==> src/rtl/cpu_ctl_pkg.sv <==
// Shared types for the CPU run controller: FSM states, host opcodes, response codes.
package cpu_ctl_pkg;

  typedef enum logic [2:0] {
    S_IDLE      = 3'd0,
    S_WRITE     = 3'd1,
    S_READ_ADDR = 3'd2,
    S_READ_CAP  = 3'd3,
    S_START     = 3'd4,
    S_RUN       = 3'd5,
    S_RESP      = 3'd6
  } ctl_state_t;

  typedef enum logic [1:0] {
    OP_WRITE = 2'b00,
    OP_READ  = 2'b01,
    OP_RUN   = 2'b10
  } cmd_op_t;

  typedef enum logic [1:0] {
    ST_OK      = 2'b00,
    ST_TIMEOUT = 2'b01,
    ST_BAD_OP  = 2'b10
  } rsp_status_t;

endpackage

==> src/rtl/cpu_run_controller.sv <==
// Host-side sequencer for the 9-bit-ISA core: preloads data memory, launches a
// run, times it until cpu_done (or timeout), reads back results, and returns one
// response per host command over a valid/ready handshake.
module cpu_run_controller
  import cpu_ctl_pkg::*;
#(
  parameter int unsigned      ADDR_W  = 8,
  parameter int unsigned      DATA_W  = 8,
  parameter int unsigned      CNT_W   = 16,
  parameter logic [CNT_W-1:0] TIMEOUT = CNT_W'(16'hFFF0)
) (
  input  logic              clk,
  input  logic              reset,
  input  logic              cmd_valid,
  output logic              cmd_ready,
  input  logic [1:0]        cmd_op,
  input  logic [ADDR_W-1:0] cmd_addr,
  input  logic [DATA_W-1:0] cmd_wdata,
  output logic              rsp_valid,
  input  logic              rsp_ready,
  output logic [DATA_W-1:0] rsp_data,
  output logic [1:0]        rsp_status,
  output logic [ADDR_W-1:0] mem_addr,
  output logic [DATA_W-1:0] mem_wdata,
  output logic              mem_wen,
  input  logic [DATA_W-1:0] mem_rdata,
  output logic              cpu_start,
  input  logic              cpu_done,
  output logic [CNT_W-1:0]  cycle_count,
  output logic              busy
);

  ctl_state_t           state_q;
  logic                 cmd_ready_q;
  logic                 rsp_valid_q;
  logic [DATA_W-1:0]    rsp_data_q;
  rsp_status_t          rsp_status_q;
  logic [ADDR_W-1:0]    mem_addr_q;
  logic [DATA_W-1:0]    mem_wdata_q;
  logic                 mem_wen_q;
  logic                 cpu_start_q;
  logic [CNT_W-1:0]     cycle_count_q;
  logic                 busy_q;
  logic                 run_first_q;

  // Count value including the current RUN cycle.
  logic [CNT_W-1:0]     cnt_inc_d;
  assign cnt_inc_d = cycle_count_q + CNT_W'(1);

  // Sequencer FSM; every output is a register updated alongside the state.
  always_ff @(posedge clk or posedge reset) begin
    if (reset) begin
      state_q       <= S_IDLE;
      cmd_ready_q   <= 1'b1;
      rsp_valid_q   <= 1'b0;
      rsp_data_q    <= '0;
      rsp_status_q  <= ST_OK;
      mem_addr_q    <= '0;
      mem_wdata_q   <= '0;
      mem_wen_q     <= 1'b0;
      cpu_start_q   <= 1'b0;
      cycle_count_q <= '0;
      busy_q        <= 1'b0;
      run_first_q   <= 1'b0;
    end else begin
      case (state_q)
        S_IDLE: begin
          if (cmd_valid && cmd_ready_q) begin
            cmd_ready_q <= 1'b0;
            busy_q      <= 1'b1;
            case (cmd_op)
              OP_WRITE: begin
                state_q     <= S_WRITE;
                mem_addr_q  <= cmd_addr;
                mem_wdata_q <= cmd_wdata;
                mem_wen_q   <= 1'b1;
              end
              OP_READ: begin
                state_q    <= S_READ_ADDR;
                mem_addr_q <= cmd_addr;
              end
              OP_RUN: begin
                state_q       <= S_START;
                mem_addr_q    <= cmd_addr;
                cpu_start_q   <= 1'b1;
                cycle_count_q <= '0;
              end
              default: begin
                state_q      <= S_RESP;
                rsp_valid_q  <= 1'b1;
                rsp_data_q   <= '0;
                rsp_status_q <= ST_BAD_OP;
              end
            endcase
          end
        end

        // Single write strobe, then acknowledge.
        S_WRITE: begin
          mem_wen_q    <= 1'b0;
          state_q      <= S_RESP;
          rsp_valid_q  <= 1'b1;
          rsp_data_q   <= '0;
          rsp_status_q <= ST_OK;
        end

        // Address is already on the port; give a registered memory a cycle.
        S_READ_ADDR: begin
          state_q <= S_READ_CAP;
        end

        S_READ_CAP: begin
          state_q      <= S_RESP;
          rsp_valid_q  <= 1'b1;
          rsp_data_q   <= mem_rdata;
          rsp_status_q <= ST_OK;
        end

        S_START: begin
          cpu_start_q <= 1'b0;
          run_first_q <= 1'b1;
          state_q     <= S_RUN;
        end

        // Done is ignored on the first RUN cycle (stale from a prior run); done beats timeout.
        S_RUN: begin
          run_first_q <= 1'b0;
          if (!run_first_q && cpu_done) begin
            cycle_count_q <= cnt_inc_d;
            state_q       <= S_RESP;
            rsp_valid_q   <= 1'b1;
            rsp_data_q    <= DATA_W'(cnt_inc_d);
            rsp_status_q  <= ST_OK;
          end else if (cnt_inc_d == TIMEOUT) begin
            cycle_count_q <= TIMEOUT;
            state_q       <= S_RESP;
            rsp_valid_q   <= 1'b1;
            rsp_data_q    <= {DATA_W{1'b1}};
            rsp_status_q  <= ST_TIMEOUT;
          end else begin
            cycle_count_q <= cnt_inc_d;
          end
        end

        // Hold the response until the host takes it; the next command waits a cycle.
        S_RESP: begin
          if (rsp_ready) begin
            rsp_valid_q <= 1'b0;
            cmd_ready_q <= 1'b1;
            busy_q      <= 1'b0;
            state_q     <= S_IDLE;
          end
        end

        default: begin
          state_q     <= S_IDLE;
          cmd_ready_q <= 1'b1;
          rsp_valid_q <= 1'b0;
          mem_wen_q   <= 1'b0;
          cpu_start_q <= 1'b0;
          busy_q      <= 1'b0;
        end
      endcase
    end
  end

  assign cmd_ready   = cmd_ready_q;
  assign rsp_valid   = rsp_valid_q;
  assign rsp_data    = rsp_data_q;
  assign rsp_status  = rsp_status_q;
  assign mem_addr    = mem_addr_q;
  assign mem_wdata   = mem_wdata_q;
  assign mem_wen     = mem_wen_q;
  assign cpu_start   = cpu_start_q;
  assign cycle_count = cycle_count_q;
  assign busy        = busy_q;

endmodule

==> config.mk <==
export PLATFORM = sky130hd
export DESIGN_NAME = cpu_run_controller
export DESIGN_NICKNAME = d
export VERILOG_FILES = /design/src/rtl/cpu_ctl_pkg.sv /design/src/rtl/cpu_run_controller.sv
export SDC_FILE = /design/constraint.sdc
export NUM_CORES = 1
export LEC_CHECK = 0
export ABC_CLOCK_PERIOD_IN_PS = 6800
export CORE_MARGIN = 5
export CORE_UTILIZATION = 53
export DETAILED_ROUTE_END_ITERATION = 7
export PLACE_DENSITY = 0.86
export SLEW_MARGIN = 20
export SYNTH_ARGS = -nofsm -noshare
export SYNTH_HDL_FRONTEND = slang
export SYNTH_SLANG_ARGS = --single-unit
export TNS_END_PERCENT = 20
==> constraint.sdc <==
create_clock -name clk -period 6.8 [get_ports clk]
set_input_delay 1.36 -clock clk [delete_from_list [all_inputs] [get_ports clk]]
set_output_delay 1.36 -clock clk [all_outputs]
set_load 0.02 [all_outputs]
==> out/results.txt, run 1 <==
Clock Tree Buf Depth = 2
clk_lat worst skew = 310 ps
Vias = 2,671
die area = 0.007132 mm2
Leak Pwr = 1.520 nW
vias in the first global route = 2,622
H-tree depth = 2
CP delay by family, top = buffers and inverters
area delta synth->final = 31.05%
Setup crit start kind = register
Initial Util = 54.01%
CP max stage cell = clkdlybuf4s50_1
gpl congestion = 0.9498
Die W = 84.45 um
number of synthesized register bits = 51
Final Skew = 9.360 ps
Setup Fix Bufs, Post-CTS = 0
actual slew at the worst max-slew pin = 1045 ps
WS Path Type = register to output pin
CTS tree = built
die height = 84.45 um
Root Buffer = clkbuf_8
Hold WC Path Type = register to register
Max VDD drop = 0.2642 mV
number of synthesized flops with an enable pin = 0
Hold Fails Final Rpt = 0
Final HPWL DP = 5.414 mm
initial antenna violation count = 0
final setup TNS = 0 ps
Worst Path Required = 5440 ps
PostCTS Resize Cnt = 0
# clock sinks = 51
crit end category = output pin
R2R Path Start = state_q[2]$_DFFE_PP0P_
routed vias/inst = 5.845
port bufs = 77
share of cells above drive strength 1 = 10.65%
RR Endpoint = rsp_data[3]$_DFFE_PP0P_
synthesized net count = 352
cells after synthesis = 316
critical-path cell list = clkdlybuf4s50_1
critical path fanouts, max = 12
Fmax = 333.7 MHz
ys flop type = dfrtp_1
Slew Limit Fails = 0
most frequent cells in the layout = clkdlybuf4s50_1 (77), dfrtp_1 (50), o21ai_0 (46)
Synth Cell Area = 0.002938 mm2
crit-path max cell delay = 690 ps
most common cell after layout, fill and taps aside = clkdlybuf4s50_1
outcome = finished clean
drt first-iter violations = 215
total power = 1.645 mW
slew margin rel. = 30.05%
total gr overflow = 0
CTS Hold Bufs = 0
Avg Cell Area, Syn = 9.297 um2
first-pass GRT wire length = 12.52 mm
Syn. warnings = 0
routed len/inst = 16.64 um
Setup Viol. Count Final = 0
post-route DRC violation count = 0
post-route ant nets = 0
worst setup path endpoint = cycle_count[2]
Buf/Inv on CP = 1
CTS buffer count = 5
filler instances = 430
Stages on worst setup path = 1
nets = 420
max cap viols = 0
Async S/R FF share, synth = 100.0%
fin crit share = 44.07%
flop-to-flop setup slack = 4010 ps
Pre-antenna DRT Iters = 5
Ant. Diodes = 0
Rows = 27
Final min period = 2997 ps
Total Wirelength = 7.603 mm
arrival time at the worst endpoint = 1640 ps
GRT Overall Usage = 21.52%
PD cells = 427.3 mW/mm2
crit path from = cycle_count[2]$_DFFE_PP0P_
clock slew at the register clock pins of the worst setup and hold paths = 100 ps
largest net degree at the start of global routing = 52
RSZ-0062 raised after global routing = false
core area = 0.005439 mm2
post-synthesis sequential area ratio = 43.48%
post-synth cell types = 55
I/O pin count = 78
R2R cell count = 5
==> area by class of cell <==
class | instances | area [um2] | area share [%]
well taps | 72 | 90.09 | 2.340
inverters | 10 | 38.79 | 1.007
clock inverters | 2 | 35.03 | 0.9100
repair buffers | 77 | 770.7 | 20.02
clock buffers | 6 | 82.58 | 2.145
multi-input cells | 239 | 1555 | 40.40
flip-flops and latches | 51 | 1277 | 33.18
==> per-layer routing <==
layer  vias up  track usage [%]  wire, um
met5         -                0         0
met4         0            6.187        93
met3         9            7.655       773
met2       116            35.22      3634
met1      1261            26.97      3101
li1       1285                -         -
==> logic make-up after synthesis <==
group	after synthesis	synth area share (%)
AND/OR/NAND/NOR	102	18.91
XOR/XNOR	5	1.491
AO/OA/AOI/OAI	109	23.55
multiplexers	18	6.857
adder cells (fa/ha/maj)	5	2.129
flip-flops	51	43.48
buffers and inverters	26	3.577
==> synth_stat cells (all sizes together), types with 6 or more instances <==
cell | number | share of area [%]
nor2 | 23 | 2.9
dfrtp | 50 | 43
nor3 | 6 | 1.0
clkbuf | 11 | 1.4
nand4 | 6 | 1.8
nand3 | 11 | 2.5
a21oi | 21 | 3.7
inv | 10 | 1.3
o21ai | 46 | 7.8
nand2b | 6 | 1.3
nand2 | 33 | 4.2
mux2 | 17 | 6.5
==> worst min path at each step <==
stage | startpoint | endpoint | slack [ps] | cells after the start
after floorplan | run_first_q$_DFFE_PP0P_ | run_first_q$_DFFE_PP0P_ | 510 | 2
after global placement | rsp_data[5]$_DFFE_PP0P_ | rsp_data[5]$_DFFE_PP0P_ | 470 | 2
after detailed placement | rsp_data[2]$_DFFE_PP0P_ | rsp_data[2]$_DFFE_PP0P_ | 480 | 2
after CTS | rsp_data[2]$_DFFE_PP0P_ | rsp_data[2]$_DFFE_PP0P_ | 500 | 2
after global routing | rsp_data[4]$_DFFE_PP0P_ | rsp_data[4]$_DFFE_PP0P_ | 520 | 2
final | rsp_data[3]$_DFFE_PP0P_ | rsp_data[3]$_DFFE_PP0P_ | 500 | 2
==> where the power goes <==
group	internal, mW	leakage (nW)	switching, mW
clock network	0.119	0.0612	0.103
logic	0.392	0.816	0.476
registers	0.420	0.643	0.135
total	0.931	1.52	0.714
==> tightest hold or removal path: stages, from the launching register on <==
cell	delay, ps
dfrtp_1	350
nand2_1	40
o21ai_0	70
==> flip-flops by register name, indices dropped and copies added (netlist names), 2 cells and up <==
signal / count
cycle_count: 16
mem_addr: 8
mem_wdata: 8
rsp_data: 8
state_q: 3
rsp_status: 2
==> metrics by stage <==
stage / util (%) / std cells / cell area (um2) / hold slack, ps / worst slack [ps]
2_1_floorplan: - / 316 / 2938 / 507.6 / 4134
3_3_place_gp: 68.60 / 449 / 3731 / 466.0 / 3544
3_5_place_dp: 68.60 / 449 / 3731 / 480.0 / 3522
4_1_cts: 70.76 / 457 / 3849 / 500.6 / 3800
5_1_grt: 70.78 / 457 / 3850 / 524.4 / 3655
6_report: 70.78 / 457 / 3850 / 497.5 / 3803
Note: power is estimated with default switching activity, not from simulation.
==> inputs of run 2 (changes only) <==
Settings changed: ABC_CLOCK_PERIOD_IN_PS 6800 to 2900, CORE_UTILIZATION 53 to 49, PLACE_DENSITY 0.86 to 0.81.
Clock period 6.8 ns to 2.9 ns, I/O delays scaled along.
==> out/results.txt, run 2 (synthesis gave the netlist of run 1 again) <==
Vias = 2,726
Setup crit start kind = register
core area = 0.005886 mm2
max cap viols = 0
most frequent cells in the layout = clkdlybuf4s50_1 (77), dfrtp_1 (50), o21ai_0 (46)
Setup Fix Bufs, Post-CTS = 0
crit-path max cell delay = 500 ps
critical-path cell list = ha_1, or3b_1, o22ai_1, a2bb2oi_1, a2111oi_4, a21oi_2, o41ai_2
total power = 3.839 mW
H-tree depth = 2
outcome = finished clean
fin crit share = 88.88%
Pre-antenna DRT Iters = 4
most common cell after layout, fill and taps aside = clkdlybuf4s50_1
die area = 0.007644 mm2
total gr overflow = 0
critical path fanouts, max = 9
Max VDD drop = 0.6130 mV
first-pass GRT wire length = 12.75 mm
share of cells above drive strength 1 = 12.91%
Final HPWL DP = 5.460 mm
gpl congestion = 0.8454
actual slew at the worst max-slew pin = 612.2 ps
Clock Tree Buf Depth = 2
CP max stage cell = dfrtp_1
vias in the first global route = 2,631
CTS tree = built
Rows = 28
die height = 87.43 um
clk_lat worst skew = 310 ps
WS Path Type = register to register
port bufs = 77
Fmax = 388.0 MHz
largest net degree at the start of global routing = 27
Worst Path Required = 3110 ps
CTS Hold Bufs = 0
DP Cell Count = 462
crit end category = register
Hold Fails Final Rpt = 0
drt first-iter violations = 220
Initial Util = 49.91%
PostCTS Resize Cnt = 0
initial antenna violation count = 0
Final Skew = 5.925 ps
routed vias/inst = 5.800
RSZ-0062 raised after global routing = false
Ant. Diodes = 0
I/O pin count = 78
Total Wirelength = 7.552 mm
Hold WC Path Type = register to register
# clock sinks = 51
nets = 430
Slew Limit Fails = 0
slew margin rel. = 59.19%
final setup TNS = 0 ps
filler instances = 498
Setup Viol. Count Final = 0
clock slew at the register clock pins of the worst setup and hold paths = 90 ps
post-route ant nets = 0
GRT Overall Usage = 20.73%
CTS buffer count = 5
Layout Utilization = 66.50%
Final min period = 2577 ps
Leak Pwr = 1.559 nW
area delta synth->final = 33.22%
Root Buffer = clkbuf_8
final cell count without fillers = 470
post-route DRC violation count = 0
routed len/inst = 16.07 um
arrival time at the worst endpoint = 2790 ps
Largest register FFs = 16
Die W = 87.43 um
PD cells = 980.9 mW/mm2
[run 2: cell count changes in the layout (fill, tap and decap cells not counted)]
cell and change:
clkbuf_8 +1, buf_4 +10, clkinv_2 -2, clkinvlp_4 +1, bufinv_16 -1, inv_2 +1
[run 2: worst max-delay path: cells and delay by family (launching register included)]
family,cells,cell delay (ps)
flops,1,500
fa+ha+maj,1,330
compound gates,5,1240
simple gates,1,400
[run 2: area by class of cell]
| class | instances | area (um2) | share of cell area (%) |
|---|---|---|---|
| clock buffers | 7 | 96.34 | 2.462 |
| clock inverters | 1 | 7.507 | 0.1918 |
| inverters | 10 | 37.54 | 0.9591 |
| multi-input cells | 239 | 1555 | 39.74 |
| flip-flops and latches | 51 | 1277 | 32.64 |
| well taps | 75 | 93.84 | 2.398 |
| repair buffers | 87 | 845.8 | 21.61 |
[run 2: metrics by stage]
step | setup WS, ps | cell area (um2) | hold WS (ps)
2_1_floorplan | 411.7 | 2938 | 507.6
3_3_place_gp | 415.5 | 3810 | 468.2
3_5_place_dp | 332.3 | 3810 | 476.7
4_1_cts | 332.0 | 3914 | 498.6
5_1_grt | 150.6 | 3914 | 541.6
6_report | 322.6 | 3914 | 488.3
[run 2: where the power goes]
group / internal [mW] / total, mW / switching, mW
sequential: 0.986 / 1.22 / 0.232
clock: 0.217 / 0.456 / 0.239
combinational: 0.974 / 2.16 / 1.19
total: 2.18 / 3.84 / 1.66
[run 2: layer usage]
layer	global-route usage (%)	up-vias	wire, um
li1	-	1314	-
met1	28.92	1295	3219
met2	31.71	107	3439
met3	7.096	10	819
met4	3.487	0	74
met5	0	-	0
[run 2: worst paths after layout]
| check | end | cells past startpoint | slack (ps) | from |
|---|---|---|---|---|
| worst max-delay path | state_q[1]$_DFFE_PP0P_ | 7 | 320 | cycle_count[1]$_DFFE_PP0P_ |
| worst min-delay path | rsp_data[4]$_DFFE_PP0P_ | 2 | 490 | rsp_data[4]$_DFFE_PP0P_ |
| worst max register to register | state_q[1]$_DFFE_PP0P_ | 7 | 320 | cycle_count[1]$_DFFE_PP0P_ |
| worst min register to register | rsp_data[4]$_DFFE_PP0P_ | 2 | 490 | rsp_data[4]$_DFFE_PP0P_ |
| max in group asynchronous | cmd_ready$_DFFE_PP1P_ | 3 | 1520 | reset |
| min in group asynchronous | cycle_count[12]$_DFFE_PP0P_ | 2 | 650 | reset |
